--- config.mk ---
export PLATFORM = sky130hd
export DESIGN_NAME = tile_seq_gen
export DESIGN_NICKNAME = d
export VERILOG_FILES = /design/src/rtl/tile_seq_gen.sv
export SDC_FILE = /design/constraint.sdc
export NUM_CORES = 1
export LEC_CHECK = 0
export CORE_ASPECT_RATIO = 1.2
export CORE_MARGIN = 5
export CORE_UTILIZATION = 41
export CTS_CLUSTER_DIAMETER = 30
export DETAILED_ROUTE_END_ITERATION = 16
export HOLD_SLACK_MARGIN = 0.02
export PLACE_DENSITY = 0.58
export SETUP_SLACK_MARGIN = 0.4
export SYNTH_ARGS = -nofsm -noshare
export SYNTH_HDL_FRONTEND = slang
export SYNTH_SLANG_ARGS = --single-unit
export TNS_END_PERCENT = 1
--- constraint.sdc ---
create_clock -name clk -period 5.6 [get_ports clk]
set_clock_uncertainty 0.05 [all_clocks]
set_input_delay 1.12 -clock clk [delete_from_list [all_inputs] [get_ports clk]]
set_output_delay 1.12 -clock clk [all_outputs]
set_load 0.02 [all_outputs]
--- src/rtl/tile_seq_gen.sv ---
// Tile-descriptor sequencer: walks an MxNxK tiled GEMM space into a small lookahead queue.
// Optional statistics counters are enabled with `define TILE_SEQ_STATS_EN.
module tile_seq_gen #(
  parameter int unsigned IDX_WIDTH       = 16,
  parameter int unsigned DEPTH           = 4,
  parameter int unsigned MAX_OUTSTANDING = 8
) (
  input  logic                 clk,
  input  logic                 rst_n,
  input  logic                 start,
  input  logic                 loop_order,
  input  logic [IDX_WIDTH-1:0] dim_M,
  input  logic [IDX_WIDTH-1:0] dim_N,
  input  logic [IDX_WIDTH-1:0] dim_K,
  input  logic [IDX_WIDTH-1:0] TM,
  input  logic [IDX_WIDTH-1:0] TN,
  input  logic [IDX_WIDTH-1:0] TK,
  output logic                 desc_valid,
  input  logic                 desc_ready,
  output logic [IDX_WIDTH-1:0] desc_i,
  output logic [IDX_WIDTH-1:0] desc_j,
  output logic [IDX_WIDTH-1:0] desc_k,
  output logic [IDX_WIDTH-1:0] desc_eTM,
  output logic [IDX_WIDTH-1:0] desc_eTN,
  output logic [IDX_WIDTH-1:0] desc_eTK,
  output logic                 desc_first_k,
  output logic                 desc_last_k,
  output logic                 desc_last,
  input  logic                 tile_ack,
  output logic                 busy,
  output logic                 done,
  output logic                 cfg_err,
  output logic                 ack_err
`ifdef TILE_SEQ_STATS_EN
  ,
  output logic [31:0]          stat_tiles,
  output logic [31:0]          stat_stalls
`endif
);

  localparam int unsigned W  = IDX_WIDTH;
  localparam int unsigned PW = $clog2(DEPTH);
  localparam int unsigned CW = PW + 1;
  localparam int unsigned OW = $clog2(MAX_OUTSTANDING + 1);
  localparam int unsigned EW = 6 * W + 3;

  localparam logic [1:0] StIdle  = 2'd0;
  localparam logic [1:0] StGen   = 2'd1;
  localparam logic [1:0] StDrain = 2'd2;
  localparam logic [1:0] StDone  = 2'd3;

  logic [1:0]    state_q, state_d;
  logic [W-1:0]  dim_m_q, dim_n_q, dim_k_q, tm_q, tn_q, tk_q;
  logic          order_q;
  logic [W-1:0]  gi_q, gj_q, gk_q, gi_d, gj_d, gk_d;
  logic [EW-1:0] mem_q [DEPTH];
  logic [PW-1:0] rd_ptr_q, wr_ptr_q;
  logic [CW-1:0] cnt_q, cnt_d;
  logic [OW-1:0] out_q, out_d;
  logic          cfg_err_q, ack_err_q;

  logic          cfg_zero, start_ok, start_idle;
  logic [W:0]    i_sum, j_sum, k_sum;
  logic          i_last, j_last, last_k, first_k, last_all;
  logic [W-1:0]  etm, etn, etk;
  logic [EW-1:0] gen_desc;
  logic          os_full, pop, push, ack_ok;

  assign cfg_zero   = (dim_M == '0) || (dim_N == '0) || (dim_K == '0) ||
                      (TM == '0) || (TN == '0) || (TK == '0);
  assign start_idle = (state_q == StIdle) && start;
  assign start_ok   = start_idle && !cfg_zero;

  // One bit of headroom so origin+tile never wraps near the top of the index range.
  assign i_sum = {1'b0, gi_q} + {1'b0, tm_q};
  assign j_sum = {1'b0, gj_q} + {1'b0, tn_q};
  assign k_sum = {1'b0, gk_q} + {1'b0, tk_q};

  assign i_last   = i_sum >= {1'b0, dim_m_q};
  assign j_last   = j_sum >= {1'b0, dim_n_q};
  assign last_k   = k_sum >= {1'b0, dim_k_q};
  assign first_k  = (gk_q == '0);
  assign last_all = last_k && i_last && j_last;

  assign etm = i_last ? (dim_m_q - gi_q) : tm_q;
  assign etn = j_last ? (dim_n_q - gj_q) : tn_q;
  assign etk = last_k ? (dim_k_q - gk_q) : tk_q;

  assign gen_desc = {gi_q, gj_q, gk_q, etm, etn, etk, first_k, last_k, last_all};

  assign os_full    = (out_q == OW'(MAX_OUTSTANDING));
  assign desc_valid = (cnt_q != '0) && !os_full;
  assign pop        = desc_valid && desc_ready;
  assign push       = (state_q == StGen) && ((cnt_q < CW'(DEPTH)) || pop);
  assign ack_ok     = tile_ack && (out_q != '0);

  assign {desc_i, desc_j, desc_k, desc_eTM, desc_eTN, desc_eTK,
          desc_first_k, desc_last_k, desc_last} = mem_q[rd_ptr_q];

  assign busy    = (state_q != StIdle);
  assign done    = (state_q == StDone);
  assign cfg_err = cfg_err_q;
  assign ack_err = ack_err_q;

  // k is always innermost; loop_order only swaps which of i/j is the middle loop.
  always_comb begin
    gi_d = gi_q;
    gj_d = gj_q;
    gk_d = gk_q;
    if (start_ok) begin
      gi_d = '0;
      gj_d = '0;
      gk_d = '0;
    end else if (push) begin
      if (!last_k) begin
        gk_d = k_sum[W-1:0];
      end else begin
        gk_d = '0;
        if (!order_q) begin
          if (!j_last) begin
            gj_d = j_sum[W-1:0];
          end else begin
            gj_d = '0;
            gi_d = i_sum[W-1:0];
          end
        end else begin
          if (!i_last) begin
            gi_d = i_sum[W-1:0];
          end else begin
            gi_d = '0;
            gj_d = j_sum[W-1:0];
          end
        end
      end
    end
  end

  always_comb begin
    state_d = state_q;
    case (state_q)
      StIdle:  if (start_ok) state_d = StGen;
      StGen:   if (push && last_all) state_d = StDrain;
      StDrain: if ((cnt_q == '0) && (out_q == '0)) state_d = StDone;
      StDone:  state_d = StIdle;
      default: state_d = StIdle;
    endcase
  end

  always_comb begin
    cnt_d = cnt_q + CW'(push) - CW'(pop);
    out_d = out_q;
    if (pop && !ack_ok) begin
      out_d = out_q + OW'(1);
    end else if (!pop && ack_ok) begin
      out_d = out_q - OW'(1);
    end
  end

  always_ff @(posedge clk) begin
    if (!rst_n) begin
      state_q   <= StIdle;
      dim_m_q   <= '0;
      dim_n_q   <= '0;
      dim_k_q   <= '0;
      tm_q      <= '0;
      tn_q      <= '0;
      tk_q      <= '0;
      order_q   <= 1'b0;
      gi_q      <= '0;
      gj_q      <= '0;
      gk_q      <= '0;
      rd_ptr_q  <= '0;
      wr_ptr_q  <= '0;
      cnt_q     <= '0;
      out_q     <= '0;
      cfg_err_q <= 1'b0;
      ack_err_q <= 1'b0;
    end else begin
      state_q   <= state_d;
      gi_q      <= gi_d;
      gj_q      <= gj_d;
      gk_q      <= gk_d;
      cnt_q     <= cnt_d;
      out_q     <= out_d;
      cfg_err_q <= start_idle && cfg_zero;
      if (start_ok) begin
        dim_m_q <= dim_M;
        dim_n_q <= dim_N;
        dim_k_q <= dim_K;
        tm_q    <= TM;
        tn_q    <= TN;
        tk_q    <= TK;
        order_q <= loop_order;
      end
      if (push) wr_ptr_q <= wr_ptr_q + PW'(1);
      if (pop)  rd_ptr_q <= rd_ptr_q + PW'(1);
      if (tile_ack && (out_q == '0)) begin
        ack_err_q <= 1'b1;
      end else if (start_idle) begin
        ack_err_q <= 1'b0;
      end
    end
  end

  always_ff @(posedge clk) begin
    if (!rst_n) begin
      for (int e = 0; e < int'(DEPTH); e++) begin
        mem_q[e] <= '0;
      end
    end else if (push) begin
      mem_q[wr_ptr_q] <= gen_desc;
    end
  end

`ifdef TILE_SEQ_STATS_EN
  logic [31:0] stat_tiles_q, stat_stalls_q;

  always_ff @(posedge clk) begin
    if (!rst_n || start_ok) begin
      stat_tiles_q  <= '0;
      stat_stalls_q <= '0;
    end else begin
      if (pop && (stat_tiles_q != '1)) stat_tiles_q <= stat_tiles_q + 32'd1;
      if (desc_valid && !desc_ready && (stat_stalls_q != '1)) begin
        stat_stalls_q <= stat_stalls_q + 32'd1;
      end
    end
  end

  assign stat_tiles  = stat_tiles_q;
  assign stat_stalls = stat_stalls_q;
`endif

endmodule

# ---- Word level (Yosys, flattened, before mapping)
# Memories as Yosys holds them, arrays and structs flattened. A register that Yosys moved wholly into a read port is not among the register bits.
# Index checks and enable logic that the tools add are counted.
dict set report totals {
  out_inout_bits 104
  register_bits 160
  mem_bits_rw 396
  in_bits 102
  wordCells 115
  rom_bits 0
  latch_bits 0
  mem_count 1
}
# memory words width read_ports rd_clocked_by_memory_dff wr line
set mem_list {}
lappend mem_list {mem_q 4 99 1 1 4 56} ;# logic [EW-1:0] mem_q [DEPTH];
dict set report classes {
  n_shift 0
  n_mul 0
  bitwise 1
  n_addsub 12
  n_mux 27
  order_cmp 4
  eq_ne 8
  div_mod_pow 0
  reduce_logical 45
}
# op count
set ops {}
lappend ops {{$mux 16} 10}
lappend ops {{$logic_not 16->1} 7}
lappend ops {{$mux 99} 1}
lappend ops {{$reduce_or 99->1} 1}
lappend ops {{$add 16x16->17} 3}
lappend ops {{$ge 17x16->1} 3}
lappend ops {{$sub 16x16->16} 3}
lappend ops {{$logic_and 1x1->1} 14}
lappend ops {{$mux 2} 6}
lappend ops {{$reduce_and 3->1} 3}
lappend ops {{$mux 4} 2}
lappend ops {{$pmux 2 s4} 1}
lappend ops {{$reduce_bool 2->1} 4}
lappend ops {{$mux 1} 7}
lappend ops {{$logic_or 1x1->1} 6}
lappend ops {{$add 2x1->2 const B} 2}
lappend ops {{$add 4x1->4 const B} 1}
lappend ops {{$eq 2x2->1 const B} 2}
lappend ops {{$eq 4x4->1 const B} 1}
lappend ops {{$logic_not 1->1} 4}
lappend ops {{$logic_not 4->1} 1}
lappend ops {{$ne 2x1->1 const B} 2}
lappend ops {{$ne 2x2->1 const B} 2}
lappend ops {{$reduce_bool 4->1} 1}
lappend ops {{10 further kinds} 10}

# ---- Logic depth before layout (Yosys ltp)
dict set report logic_depth {
  ltp_word 11
  mapped_depth 19
  ltp_nobuf 17
}

# ---- Worst setup path after synthesis
# OpenSTA, ideal clock, no wires.
dict set report synth_timing {
  path_kind {in2reg}
  from {input port desc_ready}
  to {memory mem_q[0][0] (netlist name) (enable)}
  arrival_time_ns 4.334
  setup_ns 0.461
  n_path_buf 2
  cell_stages 7
  path_slack_ns 0.755
  t_required_ns 5.089
  cell_sequence {nand3_1 nand2_1 nand3_1 or3_1 clkbuf_1 clkbuf_1 nand2_1}
}
# item line
set synth_rtl {}
lappend synth_rtl {{from (decl)} 19} ;# input logic desc_ready,
lappend synth_rtl {{to (decl)} 56}

==> impl_metrics.toml <==
[critical_path]
critPathMaxFanout = 12
slowest_delay_ps = 550
worstReg2RegEnd = "mem_q[2][28]"
rr_worst_depth = 16
critPathLaunchType = "flop"
crit_required_ps = 5900
slowest_stage = "a2111oi_0"
critPathKind = "reg -> reg"
path_cells = "ha_1 -> fa_1 -> a211oi_1 -> nor2_1 -> o21ai_1 -> a211oi_1 -> or4_1 -> nand3_1 -> ha_1 -> a2111oi_0 -> a31oi_1 -> a211oi_4 -> buf_4 -> inv_2 -> a31oi_1 -> nor2_1"
critPathLaunch = "gj_q[0]"
critPathCaptureType = "flop"
r2r_slack_ps = 460
cp.arrival_ps = 5440
reg2reg_from = "gj_q[0]"

[yosys]
synthCells = 2655
yosys_warnings = 0
ys.flop_type = "edfxtp_1"
synthArstFlopShare_pct = 0
synth-edff-count = 396
postSynthAreaPerCell_um2 = 10.76
synth_fp_nets = 2916
yosysUniqueCellTypes = 78
synth-seq-cells = 558
syn_area_um2 = 28570
ys_seq_area_share_pct = 52.97

[floorplanning]
die_y_um = 299.2
core_um2 = 69360
die_area_um2 = 75080
io_pins = 206
die_w_um = 251.0
start_util_pct = 41.19
num_rows = 106

[global_routing]
antenna_found_initial = 0
grt_pass1_vias = 22610
grt_usage_pct = 23.21
grt_max_degree = 85
grt_first_pass_wirelength_um = 135200
grt_remaining_overflow = 0

[outcome]
status = "complete, no violations"

[hold_path]
min_from = "order_q"
hp-class = "reg -> reg"
hold_end = "order_q"
holdPathStages = 2

[routing]
routed_wl_um = 89240
vias = 21620
final_antenna_net_count = 0
vias_per_cell = 5.534
drc = 0
drtIter0Drc = 1508
wl_per_cell_um = 22.84
drtPass1Iterations = 5

[timing]
worst_pin_slew_ps = 1073
slew_headroom_pct = 28.45
clock.fmax_mhz = 194.5
slew_violations = 0
rsz0062_at_grt = "yes"
setup_tns_ps = 0
hold_viol = 0
setup_viol = 0
period_minus_slack_ps = 5140
finalCritPeriodShare_pct = 91.79

[placed_design]
numPortBuffers = 205
place_congestion = 0.8987
dp_hpwl_um = 61330

[pwr]
irDropWorstVdd_v = 0.0002875
power_density_nw_per_um2 = 507.2
leakage_nw = 13.56

[cells_and_area]
diodes = 0
layout.nets = 3153
drive_above_1_share_pct = 13.05
area_growth_syn_to_layout_pct = 25.06
layout_common_cells = "nor2_1 (432), edfxtp_1 (396), nand2_1 (321)"
final_common_cell = "nor2_1"
final_util_pct = 51.51

[clock_network]
h-tree-depth = 3
clk-insertion-delay-late_ps = 660
hold_buffers = 0
clk_path_buf_depth = 3
cts_tree = "built"
path_clk_slew_ps = 50
clkSinkCount = 558
numCtsBuffers = 110
ctsRootBufferMaster = "clkbuf_16"

[flow_run]
max-cap-violations = 0
cells in the mapped netlist (18+ instances only):
library cell  number  share of area (%)
a21oi_1          196                3.4
nor2_1           434                5.7
a32oi_1           29               0.89
nor3_1            49               0.86
clkbuf_1          99                1.3
xnor2_1           41                1.3
edfxtp_1         396                 42
ha_1             151                6.6
nand3_1           48               0.84
mux4_2            99                7.8
nand2_1          325                4.3
a31oi_1           18               0.39
xor2_1            23               0.71
nor4_1            35               0.77
dfxtp_1          162                 11
inv_1            174                2.3
a21o_1            24               0.63
a211oi_1          18               0.47
o21ai_0           44               0.77
metrics by stage:
stage	area (um2)	power, mW	cells	hold slack (ps)	setup WS [ps]
finish	35730	18.12	3907	411.1	459.5
global route	35730	18.97	3907	437.8	220.3
CTS	35660	18.16	3904	411.4	428.8
detailed placement	31800	11.41	3695	405.4	435.4
global placement	31800	11.33	3695	395.8	298.8
floorplan	28570	9.114	2655	386.3	755.4
area by class of cell:
| cell class | instances | area (um2) |
|---|---|---|
| timing repair buffer | 254 | 2520 |
| clock inverter | 69 | 770.7 |
| multi-input combinational | 1793 | 12410 |
| inverter | 175 | 658.1 |
| clock buffer | 140 | 3082 |
| tap | 918 | 1149 |
| sequential | 558 | 15140 |
| fill | 6182 | 33630 |
per-layer routing:
| layer | up-vias | track usage, % | routed length (um) |
|---|---|---|---|
| li1 | 10100 | - | - |
| met1 | 10750 | 28.84 | 36370 |
| met2 | 620 | 41.17 | 45520 |
| met3 | 160 | 3.297 | 4340 |
| met4 | 0 | 8.591 | 3016 |
| met5 | - | 0 | 0 |
flip-flops by register name, summed over array words and instances (netlist names), named ones only:
| signal | flops |
|---|---|
| order_q | 1 |
| tk_q | 16 |
| dim_m_q | 16 |
| gj_q | 16 |
| tm_q | 16 |
| mem_q | 396 |
| tn_q | 16 |
| dim_n_q | 16 |
| ack_err | 1 |
| cfg_err | 1 |
| out_q | 4 |
| gk_q | 16 |
| dim_k_q | 16 |
| rd_ptr_q | 2 |
| wr_ptr_q | 2 |
| gi_q | 16 |
| cnt_q | 3 |
| state_q | 2 |
critical path, delay by kind of cell, from the launching register on:
| family | cells | cell delay [ps] |
|---|---|---|
| flip-flops | 1 | 360 |
| adder cells (fa/ha/maj) | 3 | 950 |
| AO/OA/AOI/OAI | 7 | 2160 |
| AND/OR/NAND/NOR | 4 | 840 |
| buffers and inverters | 2 | 480 |
power breakdown:
group          leakage, nW  switching, mW  internal, mW
Combinational         6.27           3.82          2.38
Clock                 1.87           2.29          4.43
Sequential            5.42          0.331          4.87
Total                 13.6           6.44          11.7
cell families (layout without fill, tap and decap cells):
kind of cell,Yosys count,count (layout),synth area share (%)
flops,558,558,52.97
fa+ha+maj,159,159,7.173
mux,117,117,8.496
simple gates,1017,1017,15.40
buf+inv,304,638,4.134
compound gates,436,436,9.862
xor+xnor,64,64,1.962
how the worst max path moves through the flow:
stage                   end  depth (start not counted)
2_1_floorplan   mem_q[0][0]                          7
3_3_place_gp   mem_q[0][26]                         16
3_5_place_dp   mem_q[2][26]                         16
4_1_cts        mem_q[3][27]                         16
5_1_grt        mem_q[2][28]                         16
6_report       mem_q[2][28]                         16
timing repair:
| item | CTS | global route |
|---|---|---|
| gates resized for setup | 1 | 10 |
| buffers inserted | 0 | 3 |
| endpoints found under the setup margin | 2 | 112 |
| pin swaps | 0 | 1 |
(Power assumes the default switching activity.)
